===== src/rtl/pacman_pkg.sv =====
// Shared types and constants for the Pac-Man sprite motion controller.
package pacman_pkg;

  typedef enum logic [1:0] {
    DIR_UP    = 2'd0,
    DIR_DOWN  = 2'd1,
    DIR_LEFT  = 2'd2,
    DIR_RIGHT = 2'd3
  } dir_t;

  typedef enum logic {
    IDLE   = 1'b0,
    MOVING = 1'b1
  } state_t;

  localparam logic [7:0] KEY_W = 8'h1A;
  localparam logic [7:0] KEY_S = 8'h16;
  localparam logic [7:0] KEY_A = 8'h04;
  localparam logic [7:0] KEY_D = 8'h07;

  localparam int TILE_SIZE = 32;

  function automatic dir_t opposite(input dir_t d);
    case (d)
      DIR_UP:   opposite = DIR_DOWN;
      DIR_DOWN: opposite = DIR_UP;
      DIR_LEFT: opposite = DIR_RIGHT;
      default:  opposite = DIR_LEFT;
    endcase
  endfunction

endpackage


===== src/rtl/pacman_mover_frame_tick_det.sv =====
// Rising-edge detector on the vsync level; tick is high for exactly one Clk per frame.
module frame_tick_det (
  input  logic clk,
  input  logic rst_n,
  input  logic frame_clk,
  output logic tick
);

  logic frame_clk_d;

  always_ff @(posedge clk or negedge rst_n) begin
    if (!rst_n) frame_clk_d <= 1'b0;
    else        frame_clk_d <= frame_clk;
  end

  assign tick = frame_clk & ~frame_clk_d;

endmodule


===== src/rtl/pacman_mover.sv =====
// Grid-locked Pac-Man motion controller: one step per frame tick, turns only on tile alignment.
// PACMAN_TURN_BUFFER_EN: when defined, key requests are latched until feasible; otherwise the key must be held.
module pacman_mover
  import pacman_pkg::*;
#(
  parameter logic [9:0] STEP    = 10'd2,
  parameter logic [9:0] START_X = 10'd32,
  parameter logic [9:0] START_Y = 10'd32
) (
  input  logic       Clk,
  input  logic       Reset_n,
  input  logic       frame_clk,
  input  logic [7:0] keycode,
  input  logic       is_wall_up,
  input  logic       is_wall_down,
  input  logic       is_wall_left,
  input  logic       is_wall_right,
  output logic [9:0] Ball_X_Pos_out,
  output logic [9:0] Ball_Y_Pos_out,
  output dir_t       dir,
  output logic       moving
);

  localparam int ALIGN_BITS = $clog2(TILE_SIZE);

  logic   tick;
  logic   key_valid;
  dir_t   key_dir;
  logic   req_valid;
  dir_t   req_dir;
  logic   take;
  logic   step;
  logic   aligned;
  state_t state;
  state_t nxt_state;
  dir_t   nxt_dir;

  frame_tick_det u_tick (
    .clk       (Clk),
    .rst_n     (Reset_n),
    .frame_clk (frame_clk),
    .tick      (tick)
  );

  function automatic logic wall_of(input dir_t d);
    case (d)
      DIR_UP:   wall_of = is_wall_up;
      DIR_DOWN: wall_of = is_wall_down;
      DIR_LEFT: wall_of = is_wall_left;
      default:  wall_of = is_wall_right;
    endcase
  endfunction

  always_comb begin
    key_valid = 1'b1;
    key_dir   = DIR_RIGHT;
    case (keycode)
      KEY_W:   key_dir = DIR_UP;
      KEY_S:   key_dir = DIR_DOWN;
      KEY_A:   key_dir = DIR_LEFT;
      KEY_D:   key_dir = DIR_RIGHT;
      default: key_valid = 1'b0;
    endcase
  end

`ifdef PACMAN_TURN_BUFFER_EN
  // A key landing on the same edge as a consuming tick wins, so it is kept for the next tick.
  always_ff @(posedge Clk or negedge Reset_n) begin
    if (!Reset_n) begin
      req_valid <= 1'b0;
      req_dir   <= DIR_RIGHT;
    end else begin
      if (tick && take) req_valid <= 1'b0;
      if (key_valid) begin
        req_valid <= 1'b1;
        req_dir   <= key_dir;
      end
    end
  end
`else
  assign req_valid = key_valid;
  assign req_dir   = key_dir;
`endif

  assign aligned = (Ball_X_Pos_out[ALIGN_BITS-1:0] == '0) &&
                   (Ball_Y_Pos_out[ALIGN_BITS-1:0] == '0);

  // Off-alignment the wall flags are forced high, so only a reversal is considered there.
  always_comb begin
    take      = 1'b0;
    step      = 1'b0;
    nxt_state = state;
    case (state)
      IDLE: begin
        if (req_valid && !wall_of(req_dir)) begin
          take      = 1'b1;
          step      = 1'b1;
          nxt_state = MOVING;
        end
      end
      default: begin
        if (aligned) begin
          if (req_valid && !wall_of(req_dir)) begin
            take = 1'b1;
            step = 1'b1;
          end else if (!wall_of(dir)) begin
            step = 1'b1;
          end else begin
            nxt_state = IDLE;
          end
        end else begin
          take = req_valid && (req_dir == opposite(dir));
          step = 1'b1;
        end
      end
    endcase
  end

  assign nxt_dir = take ? req_dir : dir;

  always_ff @(posedge Clk or negedge Reset_n) begin
    if (!Reset_n) begin
      state          <= IDLE;
      dir            <= DIR_RIGHT;
      moving         <= 1'b0;
      Ball_X_Pos_out <= START_X;
      Ball_Y_Pos_out <= START_Y;
    end else if (tick) begin
      state  <= nxt_state;
      dir    <= nxt_dir;
      moving <= (nxt_state == MOVING);
      if (step) begin
        case (nxt_dir)
          DIR_UP:   Ball_Y_Pos_out <= Ball_Y_Pos_out - STEP;
          DIR_DOWN: Ball_Y_Pos_out <= Ball_Y_Pos_out + STEP;
          DIR_LEFT: Ball_X_Pos_out <= Ball_X_Pos_out - STEP;
          default:  Ball_X_Pos_out <= Ball_X_Pos_out + STEP;
        endcase
      end
    end
  end

endmodule


===== config.mk =====
export PLATFORM = sky130hd
export DESIGN_NAME = pacman_mover
export DESIGN_NICKNAME = d
export VERILOG_FILES = /design/src/rtl/pacman_pkg.sv /design/src/rtl/pacman_mover_frame_tick_det.sv /design/src/rtl/pacman_mover.sv
export SDC_FILE = /design/constraint.sdc
export NUM_CORES = 1
export LEC_CHECK = 0
export ABC_AREA = 1
export CORE_MARGIN = 3
export CORE_UTILIZATION = 45
export CTS_BUF_LIST = sky130_fd_sc_hd__clkbuf_8
export DETAILED_ROUTE_END_ITERATION = 16
export MAX_ROUTING_LAYER = met4
export PLACE_DENSITY_LB_ADDON = 0.05
export SYNTH_ARGS = -nofsm -noshare
export SYNTH_HDL_FRONTEND = slang
export SYNTH_SLANG_ARGS = --single-unit

===== constraint.sdc =====
create_clock -name Clk -period 5.7 [get_ports Clk]
set_input_delay 0.855 -clock Clk [delete_from_list [all_inputs] [get_ports Clk]]
set_output_delay 0.855 -clock Clk [all_outputs]
set_load 0.05 [all_outputs]

Yosys cells after proc, flatten, opt, wreduce, memory -nomap -nowiden:

Cells that the tools add are included.
Widths: inputs -> output; s select.

* eq/ne operators: 11
* muxes and demuxes: 24
* bitwise logic cells: 3
* reduce and logical (&&, ||, !) cells: 16
* add/subtract/negate cells: 4
* shift-type cells: 0
* multipliers: 0
* div/mod/pow operators: 0
* magnitude comparators: 0

Operators with widths (number)
* $pmux 10 s2: 2
* $add 10x2->10 const B: 2
* $sub 10x2->10 const B: 2
* $eq 8x3->1 const B: 2
* $eq 8x5->1 const B: 2
* $mux 1: 15
* $pmux 2 s3: 2
* $logic_not 5->1: 2
* $eq 2x1->1 const B: 3
* $eq 2x2->1 const B: 3
* $logic_not 2->1: 3
* $mux 2: 3
* $pmux 1 s3: 2
* $reduce_and 3->1: 2
* $logic_and 1x1->1: 4
* $reduce_or 4->1: 1
* $eq 2x2->1: 1
* $logic_not 1->1: 2
* $not 1->1: 2
* $reduce_bool 2->1: 1
* $reduce_or 2->1: 1
* $and 1x1->1: 1

* output and inout port bits: 23
* memories kept: 0
* logic and storage cells: 63
* input port bits: 15
* memory bits (read-only): 0
* memory bits (writable): 0
* latch bits: 0
* bits in registers: 24

Logic depth before layout (Yosys ltp):

* word-level depth: 16
* depth in mapped cells: 26
* depth with buffers taken out: 26

Modules after synthesis:

A second synthesis with hierarchy kept.

* cell total of the unflattened synthesis: 253
* area total of the unflattened synthesis: 1901.8 µm²

By module, submodules not included
* pacman_mover: area each 1866.8 µm², cells each 250, instances 1, seq. area each 530.5 µm²
* frame_tick_det: area each 35.0 µm², cells each 3, instances 1, seq. area each 25.0 µm²

Least setup slack after synthesis:

No wires, ideal clock.

* kind: input -> register
* start point: input port keycode[7]
* end point: register Ball_X_Pos_out[9]
* data required time: 5.581 ns
* path buffers: 0
* path slack: 1.892 ns
* library setup time: 0.119 ns
* stages: 24
* arrival: 3.688 ns
* path through: nor2_1 -> nand2_1 -> nor2_1 -> o21ai_2 -> a21oi_2 -> nand3_1 -> nand2_2 -> nand2_2 -> nand2_2 -> nand2_4 -> nor2_1 -> inv_1 -> fa_1 -> o21ai_0 -> a21oi_1 -> o21bai_1 -> nand2_1 -> nand2_1 -> a21oi_1 -> nand3b_1 -> nand2_1 -> nand2_1 -> nand2_1 -> nand2_1

* longest elaborated chain between the ends: 16
* elaborated cells on any way between the ends: 35
* classes of those cells: eq/ne (9); mux (15); bitwise (1); reduce/logical (10)

Ends and longest elaborated chain
* from (decl): RTL line pacman_mover.sv:13 `input logic [7:0] keycode,`
* $eq 8x3->1 / $eq 8x5->1 (equally long branches): RTL line pacman_mover.sv:57 `case (keycode)`
* $pmux 2 s3: RTL line pacman_mover.sv:57
* $eq 2x2->1 (tied with other cells): RTL line pacman_mover.sv:46 `case (d)`
* $pmux 1 s3: RTL line pacman_mover.sv:46
* $mux 1: RTL line pacman_mover.sv:102 `if (aligned) begin`
* $mux 1: RTL line pacman_mover.sv:93 `case (state)`
* $logic_not 1->1: RTL line pacman_mover.sv:103 `if (req_valid && !wall_of(req_dir)) begin`
* $logic_and 1x1->1: RTL line pacman_mover.sv:103
* $mux 1: RTL line pacman_mover.sv:103
* $mux 1: RTL line pacman_mover.sv:102
* $mux 1: RTL line pacman_mover.sv:93
* $mux 2: RTL line pacman_mover.sv:119 `assign nxt_dir = take ? req_dir : dir;`
* $eq 2x1->1 / $logic_not 2->1 (equally long branches): RTL line pacman_mover.sv:133 `case (nxt_dir)`
* $reduce_or 2->1 (no line)
* $not 1->1 (no line)
* $reduce_and 3->1 (no line)
* to (signal assigned): RTL line pacman_mover.sv:136 `DIR_LEFT: Ball_X_Pos_out <= Ball_X_Pos_out - STEP;`
* to (signal assigned): RTL line pacman_mover.sv:137 `default: Ball_X_Pos_out <= Ball_X_Pos_out + STEP;`
* to (decl): RTL line pacman_mover.sv:18 `output logic [9:0] Ball_X_Pos_out,`

Several ways; a longest one is shown, not always the timed one. The select of a mux whose other input is x is not followed.
A chain may end at the register's enable or synchronous reset.

Worst setup path after layout:

* start point: input port keycode[3]
* end point: register Ball_X_Pos_out[9]

Same word-level chain as after synthesis.

==> flow_summary.toml <==
[worst_setup_path]
rr_worst_depth = 22
worstReg2RegStart = "Ball_Y_Pos_out[1]"
startpoint_type = "input pin"
crit_end = "Ball_X_Pos_out[9]"
cp.required_ns = 5.86
cp.arrival_ns = 4.56
crit_type = "input pin to flop"
critPathMaxFanout = 8
end_kind = "flop"
startpoint = "keycode[3]"
r2r_end = "Ball_X_Pos_out[9]"
r2r_slack_ns = 2.13

[global_routing]
grt_pass1_vias = 1514
track_usage_pct = 16.87
grt_max_degree = 23
gr-total-overflow = 0
antenna_found_initial = 0
grt_first_pass_wirelength_mm = 6.762

[power_and_ir_drop]
powerDensity_nw_per_um2 = 608.4
p_switching_mw = 0.7503
seqPwrFrac_pct = 20.5
p_int_mw = 0.6717
clock_power_share_pct = 8.1
p_sw_share_pct = 52.76
finalPower_mw = 1.422
combinationalPowerShare_pct = 71.4
p_leak_nw = 1.176
ir_drop_mv = 0.5338

[sta]
finalWorstSetupSlack_ns = 1.307
finalCriticalPeriod_ns = 4.393
finalSetupViolations = 0
hold_ws_ns = 0.4916
finalHoldViolCount = 0
drv_slew = 0
worstMarginPinSlew_ns = 0.5643
relSlewSlack_pct = 62.24
setup_tns_ns = 0
fin_crit_sh_pct = 77.07
finClkSkew_ns = 0.007176
rsz0062_at_grt = "false"
fmax_mhz = 227.6

[drt]
wl_per_cell_um = 11.15
drt_iter0_drc = 58
final_antenna_net_count = 0
dr.pass1.iters = 4
vias_per_cell = 4.751
route.detailed.drc = 0
routed_wl_mm = 3.759
via_count = 1601

[synthesis]
syn_area_per_cell_sq_um = 7.517
synth_area_sq_um = 1887
async_flop_share_pct = 100.0
ys_seq_area_share_pct = 29.44
ys_ff_latch = 22
yosysUniqueCellTypes = 34
netlist_instances = 251
synthFlopType = "dfrtp_1"
yosys_warnings = 0
synth-edff-count = 0

[die]
row_count = 22
core-area_sq_um = 3854
initial_core_util_pct = 48.96
ios = 38
die_w_um = 70.75
die_area_sq_um = 5006
die_h_um = 70.75

[placed_design]
place_congestion = 0.9124
dpl.hpwl_mm = 2.903
port-buffer-count = 35
placed_area_sq_um = 2282
dp_slack_ns = 1.003
post-place-cells = 333

[hold_path]
hp-class = "flop to flop"

[final_layout]
final_cell_mix = "nand2_1 (59), clkdlybuf4s50_1 (35), inv_1 (32)"
syn_to_final_growth_pct = 23.87
design_area_sq_um = 2337
post-route-util_pct = 60.65
finalNonFillerCells = 337
fin_nets = 321
fillCellCount = 360
layout_commonest_cell = "nand2_1"
num_antenna_cells = 0
drive_above_1_share_pct = 16.96

[cts]
ctsResizeCount = 0
clock-sinks = 22
h-tree-depth = 1
clk_pin_slew_ns = 0.09
cts_tree = "yes"
cts_buffer_depth = 2
insertion_delay_ns = 0.27
ctsHoldBuffers = 0
post-cts-setup-buffers = 0
root_buffer = "clkbuf_8"
cts_buffers = 3

[run_status]
run_status = "finished clean"

[flow_run]
cap_violations = 0
[state kept, by name, indices dropped and copies added, names as in the netlist]
| name | count |
|---|---|
| Ball_Y_Pos_out | 9 |
| dir | 2 |
| state | 1 |
| u_tick.frame_clk_d | 1 |
| Ball_X_Pos_out | 9 |
[kinds of logic after synthesis]
logic type               Yosys count  share of synthesized area [%]
AND/OR/NAND/NOR                  118                          30.30
flip-flops                        22                          29.44
adder cells (fa/ha/maj)           16                          11.41
buffers and inverters             39                          8.687
other                              1                         0.1987
AO/OA/AOI/OAI                     44                          14.85
XOR/XNOR                          11                          5.106
[cells in the mapped netlist (3+ instances only)]
cell     count  share of area [%]
nand2_1     59                 12
inv_1       32                6.4
nor2_1      22                4.4
dfrtp_1     18                 24
a21oi_1     14                3.7
ha_1        14                9.3
o21ai_2     12                5.6
nand2_2     11                3.6
nand3_1     11                2.9
o21ai_0     11                2.9
xor2_1       6                2.8
xnor2_1      5                2.3
dfstp_2      4                5.6
nor2_2       4                1.3
inv_2        3               0.60
[how the worst min path moves through the flow]
stage	startpoint	end	slack [ns]	cells after the start
2_1_floorplan	u_tick.frame_clk_d	state	0.48	2
3_3_place_gp	Ball_Y_Pos_out[5]	Ball_Y_Pos_out[5]	0.48	2
3_5_place_dp	Ball_Y_Pos_out[5]	Ball_Y_Pos_out[5]	0.48	2
4_1_cts	Ball_Y_Pos_out[5]	Ball_Y_Pos_out[5]	0.49	2
5_1_grt	Ball_Y_Pos_out[5]	Ball_Y_Pos_out[5]	0.51	2
6_report	Ball_Y_Pos_out[5]	Ball_Y_Pos_out[5]	0.49	2
[critical path, cell delays in order]
cell and delay, ns:
clkdlybuf4s50_1 0.47, inv_2 0.08, nand2_1 0.08, nor2_1 0.13
nand2_2 0.09, nand2_1 0.11, nor2_1 0.05, nand2_1 0.09
nand3b_4 0.09, nand2_2 0.11, nand2_2 0.08, nand2_2 0.07
nand2_4 0.09, nor2_1 0.45, inv_1 0.12, fa_1 0.41
o21ai_0 0.30, a21oi_1 0.12, o21bai_1 0.17, nand2_1 0.09
nand2_1 0.06, a21oi_1 0.07, nand3b_1 0.16, nand2_1 0.08
nand2_1 0.05, nand2_1 0.05, nand2_1 0.04
[power groups by stage]
stage | logic, mW | registers [mW] | clock network (mW)
after floorplan | 0.568 | 0.504 | 0
after global placement | 1.01 | 0.294 | 0
after detailed placement | 1.02 | 0.293 | 0
after CTS | 1.02 | 0.292 | 0.121
after global routing | 1.13 | 0.303 | 0.127
final | 1.02 | 0.291 | 0.115
[layout make-up]
| type | instances | area, sq um | area share (%) |
|---|---|---|---|
| well taps | 48 | 60.06 | 2.570 |
| clock buffers | 4 | 55.05 | 2.355 |
| flip-flops and latches | 22 | 555.5 | 23.77 |
| repair buffers | 36 | 357.8 | 15.31 |
| inverters | 36 | 137.6 | 5.889 |
| multi-input cells | 191 | 1171 | 50.11 |
[metal layers]
layer	track usage [%]	wire length (um)
met1	23.52	1912
met3	3.693	169
met4	3.758	39
met2	25.13	1638
met5	-	0
No activity file was read; power rests on OpenSTA's default activity.
